--- src/rtl/icache_refill_ctrl.sv ---
// Instruction-cache block refill sequencer: miss latch, memory req/grant, beat write-back, tag commit.
// Optional perf counters (refills, stall cycles) are built when ICACHE_REFILL_PERF_EN is defined.
module icache_refill_ctrl #(
  parameter int BLOCK_WORDS = 4,
  parameter int ADDR_W      = 32
) (
  input  logic                           clk_i,
  input  logic                           reset_i,
  input  logic                           miss_i,
  input  logic [ADDR_W-1:0]              miss_addr_i,
  output logic                           mem_req_o,
  output logic [ADDR_W-1:0]              mem_addr_o,
  input  logic                           mem_gnt_i,
  input  logic                           mem_rvalid_i,
  input  logic [31:0]                    mem_rdata_i,
  output logic                           rep_word_en_o,
  output logic [$clog2(BLOCK_WORDS)-1:0] rep_word_idx_o,
  output logic [31:0]                    rep_data_o,
  output logic                           instr_cache_rep_en_o,
  output logic                           instr_miss_o,
  output logic [31:0]                    miss_count_o,
  output logic [31:0]                    stall_cycles_o
);

  localparam int IDX_W = $clog2(BLOCK_WORDS);
  localparam int OFF_W = IDX_W + 2;

  typedef enum logic [1:0] {IDLE, REQ, RESP, COMMIT} state_t;

  state_t             state;
  logic [ADDR_W-1:0]  addr_q;
  logic [IDX_W-1:0]   beat_q;
  logic               req_q;
  logic               rep_en_q;

  // Byte-offset bits of the miss address are discarded by block alignment.
  logic unused_offset;
  assign unused_offset = ^miss_addr_i[OFF_W-1:0];

  always_ff @(posedge clk_i) begin
    if (reset_i) begin
      state    <= IDLE;
      addr_q   <= '0;
      beat_q   <= '0;
      req_q    <= 1'b0;
      rep_en_q <= 1'b0;
    end else begin
      case (state)
        IDLE: begin
          if (miss_i) begin
            addr_q <= {miss_addr_i[ADDR_W-1:OFF_W], {OFF_W{1'b0}}};
            req_q  <= 1'b1;
            state  <= REQ;
          end
        end
        REQ: begin
          if (mem_gnt_i) begin
            beat_q <= '0;
            req_q  <= 1'b0;
            state  <= RESP;
          end
        end
        RESP: begin
          if (mem_rvalid_i) begin
            beat_q <= beat_q + IDX_W'(1);
            if (beat_q == IDX_W'(BLOCK_WORDS - 1)) begin
              rep_en_q <= 1'b1;
              state    <= COMMIT;
            end
          end
        end
        COMMIT: begin
          rep_en_q <= 1'b0;
          state    <= IDLE;
        end
        default: state <= IDLE;
      endcase
    end
  end

  assign mem_req_o            = req_q;
  assign mem_addr_o           = addr_q;
  assign rep_word_en_o        = (state == RESP) && mem_rvalid_i;
  assign rep_word_idx_o       = beat_q;
  assign rep_data_o           = rep_word_en_o ? mem_rdata_i : 32'h0;
  assign instr_cache_rep_en_o = rep_en_q;
  // Combinational so the hazard unit stalls in the very cycle the miss is seen.
  assign instr_miss_o         = miss_i || (state != IDLE);

`ifdef ICACHE_REFILL_PERF_EN
  logic [31:0] miss_cnt;
  logic [31:0] stall_cnt;

  always_ff @(posedge clk_i) begin
    if (reset_i) begin
      miss_cnt  <= '0;
      stall_cnt <= '0;
    end else begin
      if ((state == IDLE) && miss_i && (miss_cnt != 32'hFFFF_FFFF))
        miss_cnt <= miss_cnt + 32'd1;
      if (instr_miss_o && (stall_cnt != 32'hFFFF_FFFF))
        stall_cnt <= stall_cnt + 32'd1;
    end
  end

  assign miss_count_o   = miss_cnt;
  assign stall_cycles_o = stall_cnt;
`else
  assign miss_count_o   = 32'h0;
  assign stall_cycles_o = 32'h0;
`endif

endmodule

--- config.mk ---
export PLATFORM = sky130hd
export DESIGN_NAME = icache_refill_ctrl
export DESIGN_NICKNAME = d
export VERILOG_FILES = /design/src/rtl/icache_refill_ctrl.sv
export SDC_FILE = /design/constraint.sdc
export NUM_CORES = 1
export LEC_CHECK = 0
export BUFFER_PORTS_ARGS = -buffer_cell sky130_fd_sc_hd__buf_4
export CAP_MARGIN = 20
export CORE_MARGIN = 4
export CORE_UTILIZATION = 27
export DETAILED_ROUTE_END_ITERATION = 16
export GPL_TIMING_DRIVEN = 0
export PLACE_DENSITY = 0.62
export SLEW_MARGIN = 40
export SYNTH_ARGS = -nofsm -noshare
export SYNTH_HDL_FRONTEND = slang
export SYNTH_SLANG_ARGS = --single-unit
--- constraint.sdc ---
create_clock -name clk_i -period 2.2 [get_ports clk_i]
set_input_delay 0.55 -clock clk_i [delete_from_list [all_inputs] [get_ports clk_i]]
set_output_delay 0.55 -clock clk_i [all_outputs]
set_load 0.02 [all_outputs]
Word level (Yosys, flattened, before mapping) --
Index checks and enable logic that the tools add are counted.
Word-level totals: memories 0, output and inout port bits 134, ROM bits 0, register bits 34, input port bits 69, word-level logic and storage cells 41, RAM bits 0, bits in latches 0
Operators by class: equality and inequality tests 8, reductions and logical operators 12, shifts and indexed selects 0, $lt $le $gt $ge 0, $add $sub $neg 1, multiply operators 0, bitwise logic cells 0, muxes and demuxes 15, div/mod/pow operators 0
Operators with widths (count):
- 32-bit 2-to-1 mux | 1
- 2-bit 2-to-1 mux | 6
- 3-bit AND reduction | 3
- 2-bit inequality test (second input constant) | 4
- 2-bit one-hot mux with 4 select lines | 1
- 2-bit nonzero test | 4
- 2-bit equality test (second input constant) | 3
- 1-bit 2-to-1 mux | 4
- 1-bit one-hot mux with 2 select lines | 2
- 2-bit one-hot mux with 2 select lines | 1
- 4-bit AND reduction | 1
- 2-bit by 1-bit adder with 2-bit output (second input constant) | 1
- 2-bit by 1-bit equality test with 1-bit output (second input constant) | 1
- 2-bit zero test | 1
- 2-bit AND reduction | 1
- 1-bit logical AND | 1
- 1-bit logical OR | 1

Logic depth before layout (Yosys ltp) --
depth after elaboration 4, mapped depth 7, mapped depth without buffers 6

Least setup slack after synthesis --
OpenSTA, ideal clock, no wires.
kind register to output, from register state[0], to output port rep_data_o[10], required time 1.650 ns, cell stages (with the launch flop) 5, arrival time 1.186 ns, path slack 0.464 ns, buffers on the path 1, cells stage by stage dfxtp_1 > inv_1 > ha_1 > clkbuf_1 > and3_1
Between the ends: cells in the longest elaborated chain, start to end 3
Ends and longest elaborated chain:
- start: declaration | line 30 | state_t state;
- start signal: assignment | line 42 | state <= IDLE;
- start signal: assignment | line 53 | state <= REQ;
- start signal: assignment | line 60 | state <= RESP;
- 2-bit equality test | line 83 | assign rep_word_en_o = (state == RESP) && mem_rvalid_i;
- 1-bit logical AND | line 83
- 32-bit 2-to-1 mux | line 85 | assign rep_data_o = rep_word_en_o ? mem_rdata_i : 32'h0;
- end: declaration | line 18 | output logic [31:0] rep_data_o,
No other way between the ends.

Final worst setup path --
from input port mem_rvalid_i, to output port rep_data_o[22]
Between the ends: cells in the longest elaborated chain, start to end 2
Ends and longest elaborated chain:
- start: declaration | line 14 | input logic mem_rvalid_i,
- 1-bit logical AND | line 83
- 32-bit 2-to-1 mux | line 85
No other way between the ends.

==> results.rst <==
.. list-table::
   :header-rows: 1

   * - Metric
     - Value
   * - CTS Buf Count
     - 5
   * - Synth Area in Compound Gates
     - 10.5%
   * - Total length of routed wires
     - 6380 um
   * - Area of all placed cells without fillers
     - 3610 um^2
   * - Avg Synthesized Cell Area
     - between 7 and 8 um^2
   * - Placed Instance Area
     - between 3000 and 4000 um^2
   * - Area share of the largest cell type after synthesis
     - 31.6%
   * - Via-per-instance ratio
     - about 3.8
   * - Leakage power total
     - about 2.1 nW
   * - Worst hold-check path type
     - flop to flop
   * - Setup Skew
     - 0.00404 ns
   * - Path depth of the worst reg2reg path
     - 6
   * - CTS tree
     - built
   * - Initial cell density of the core
     - 27.8%
   * - Final core area utilization
     - between 40 and 50%
   * - Final period utilization
     - 93.9%
   * - Dominant cell type by area after synthesis
     - dfxtp_1
   * - HPWL after detailed placement
     - 5300 um
   * - Wire length of the first global-routing pass
     - 9950 um
   * - Deepest clock path buffer count
     - 2
   * - Synthesized-area fraction occupied by and/or/nand/nor cells
     - 24.8%
   * - Largest driver fanout on the critical path
     - 10
   * - Adder-cell share of the synthesized area
     - under 10%
   * - Largest net degree at the start of global routing
     - 11
   * - Kind of end point of the critical path
     - output port
   * - Number of flops mapped to enable cells by yosys
     - 0
   * - Dominant combinational cell family by area after synthesis
     - buffers and inverters
   * - I/O pin count
     - 203
   * - Setup TNS
     - 0 ns
   * - DR iter-0 viols
     - 34
   * - CTS Sinks
     - 34
   * - Internal reg-to-reg setup slack
     - 0.54 ns
   * - #FFs+latches synth
     - 34
   * - Launch instance of the worst min-delay path
     - mem_addr_o[7]
   * - Commonest cells in the synthesized netlist
     - 70 x buf_4, 59 x nand2_1, 34 x dfxtp_1, 31 x a21oi_1, 29 x and3_1
   * - Launching point of the worst reg2reg path
     - state[1]
   * - Class of the most critical setup path
     - input port to output port
   * - Layout-stage area growth over the synthesis result
     - 67.8%
   * - Die footprint
     - 9460 um^2
   * - Net count, final
     - 558
   * - Worst vdd rail ir drop
     - between 0.0004 and 0.0005 V
   * - WP data required
     - 1.65 ns
   * - Final slew viol count
     - 0
   * - Min Hold Slack
     - 0.455 ns
   * - Number of synthesis warnings
     - 0
   * - Synthesized cell area
     - 2150 um^2
   * - Post-DRT Antenna Nets
     - 0
   * - Clock network latency to the later pin of the worst-skew pair
     - around 0.28 ns
   * - Fmax
     - 484 MHz
   * - Number of H-tree levels
     - 2
   * - Wire length per cell after detailed routing
     - 10.9 um
   * - Status
     - finished clean
   * - CTS Root Cell
     - clkbuf_8
   * - Final setup violation count
     - 0
   * - Final antenna diode count
     - 0
   * - Number of global-route vias before repair
     - just over 2000
   * - Worst R2R End
     - mem_addr_o[24]
   * - Instance count after placement with tap cells included
     - 577
   * - Number of cells in the finished layout apart from fillers
     - about 590
   * - Number of detailed-routing iterations run before antenna repair
     - 4
   * - Row count
     - 32
   * - Min-Delay Path Depth
     - 2
   * - Most common flop cell mapped by yosys
     - dfxtp_1
   * - Global route total overflow
     - 0
   * - Cell variety after synth
     - 29
   * - Capture endpoint of the worst hold path
     - mem_addr_o[7]
   * - Number of buffer cells added on primary ports
     - 129
   * - Hold Vio Cnt, Final
     - 0
   * - RSZ-0062 raised after global routing
     - no
   * - Vertical die dimension
     - 97.3 um
   * - Share of post-route cells with drive strength above 1
     - between 40 and 50%
   * - Synth Area in XOR/XNOR
     - 0%
   * - Most area-consuming cells after synthesis
     - dfxtp_1 32%, buf_4 24%, nand2_1 10%
   * - Mux share of post-synthesis cell area
     - less than 1%
   * - Max-capacitance violation count
     - 0
   * - Overall via count from detail_route
     - 2241
   * - Standard cell core area
     - 7730 um^2
   * - Nature of the critical path startpoint
     - input port
   * - DRC violation count after routing
     - 0
   * - Fraction of the yosys area taken by sequential cells
     - 31.6%
   * - Share of synthesized registers carrying an async set or reset
     - 0%
   * - Total global routing track utilization
     - 12.7%
   * - Clk slew on worst S/H paths
     - 0.07 ns
   * - Crit path DAT
     - ~1.5 ns
   * - Initial antenna violation count
     - 0
   * - Synth Instances
     - roughly 280
   * - Placer's final routability congestion estimate
     - 0.757
   * - Areal power density over the cells
     - 728 nW/um^2
   * - Number of buffers inserted by hold repair at cts
     - 0
   * - Fin crit period
     - 2.07 ns
   * - Die Wd
     - 97.3 um
   * - Most common cell in the synthesized netlist
     - buf_4
-- where the power goes --
part / switching (mW) / internal, mW
combinational: 0.760 / 0.585
clock: 0.228 / 0.253
sequential: 0.0717 / 0.728
total: 1.06 / 1.57
-- cell usage in the layout, fill, tap and decap left out, drive strengths merged --
cell type and count:
nand2b 2, mux2i 1, and2 2, nand3b 2, nand2 59, a21oi 31, nor3 1, clkbuf 17
buf 203, conb 68, and3 32, nor2b 5, o31ai 2, o21ai 3, clkinv 1, a32oi 1
ha 7, o21bai 1, or4 1, a31oi 1, inv 4, nand4b 1, nor2 1, or2 1
a21boi 1, dfxtp 34, nand4 1
-- cell families (layout without fill, tap and decap cells) --
kind of cell | Yosys count | count (layout)
and+or+nand+nor | 108 | 108
buffers and inverters | 88 | 225
AOI/OAI and AO/OA | 40 | 40
DFF | 34 | 34
adders and majority gates | 7 | 7
other | 1 | 68
muxes | 1 | 1
-- how the worst max path moves through the flow --
| stage | from | endpoint | slack (ns) | cells past startpoint |
|---|---|---|---|---|
| 2_1_floorplan | state[0] | rep_data_o[10] | 0.46 | 4 |
| 3_3_place_gp | mem_rvalid_i | rep_data_o[14] | 0.13 | 5 |
| 3_5_place_dp | mem_rvalid_i | rep_data_o[22] | 0.13 | 5 |
| 4_1_cts | state[0] | rep_data_o[8] | 0.06 | 5 |
| 5_1_grt | mem_rvalid_i | rep_data_o[22] | 0.02 | 5 |
| 6_report | mem_rvalid_i | rep_data_o[22] | 0.13 | 5 |
-- worst max-delay path: stages --
cell      delay, ns
buf_4          0.11
buf_2          0.20
clkbuf_1       0.27
and3_2         0.25
buf_4          0.14
-- layout make-up --
type | count | area (um^2)
inverters | 4 | 15.0
clock inverters | 1 | 5.00
fillers | 805 | 4120
well taps | 102 | 128
clock buffers | 7 | 86.3
flip-flops and latches | 34 | 681
multi-input cells | 224 | 1130
repair buffers | 129 | 968
plain buffers | 84 | 597
-- metal layers --
metal / vias up / track usage [%] / wire, um
met2: 96 / 21.6 / 3180
met1: 954 / 14.8 / 2490
met3: 11 / 4.88 / 611
met5: - / 0 / 0
li1: 1180 / - / -
met4: 0 / 3.62 / 101
-- flip-flops by register name, summed over array words and instances (netlist names) --
signal and count:
mem_addr_o 28, rep_word_idx_o 2, state 2, instr_cache_rep_en_o 1, mem_req_o 1
-- what timing repair did --
| item | in CTS | in global routing |
|---|---|---|
| resized for setup | 4 | 3 |
| setup buffers | 0 | 0 |
| endpoints found under the setup margin | 30 | 31 |
-- stage by stage --
step / power, mW / worst slack (ns)
after floorplan: 1.67 / 0.464
after global placement: 2.12 / 0.126
after detailed placement: 2.14 / 0.131
after CTS: 2.64 / 0.0570
after global routing: 2.82 / 0.0225
final: 2.63 / 0.134
Note: power is estimated with default switching activity, not from simulation.
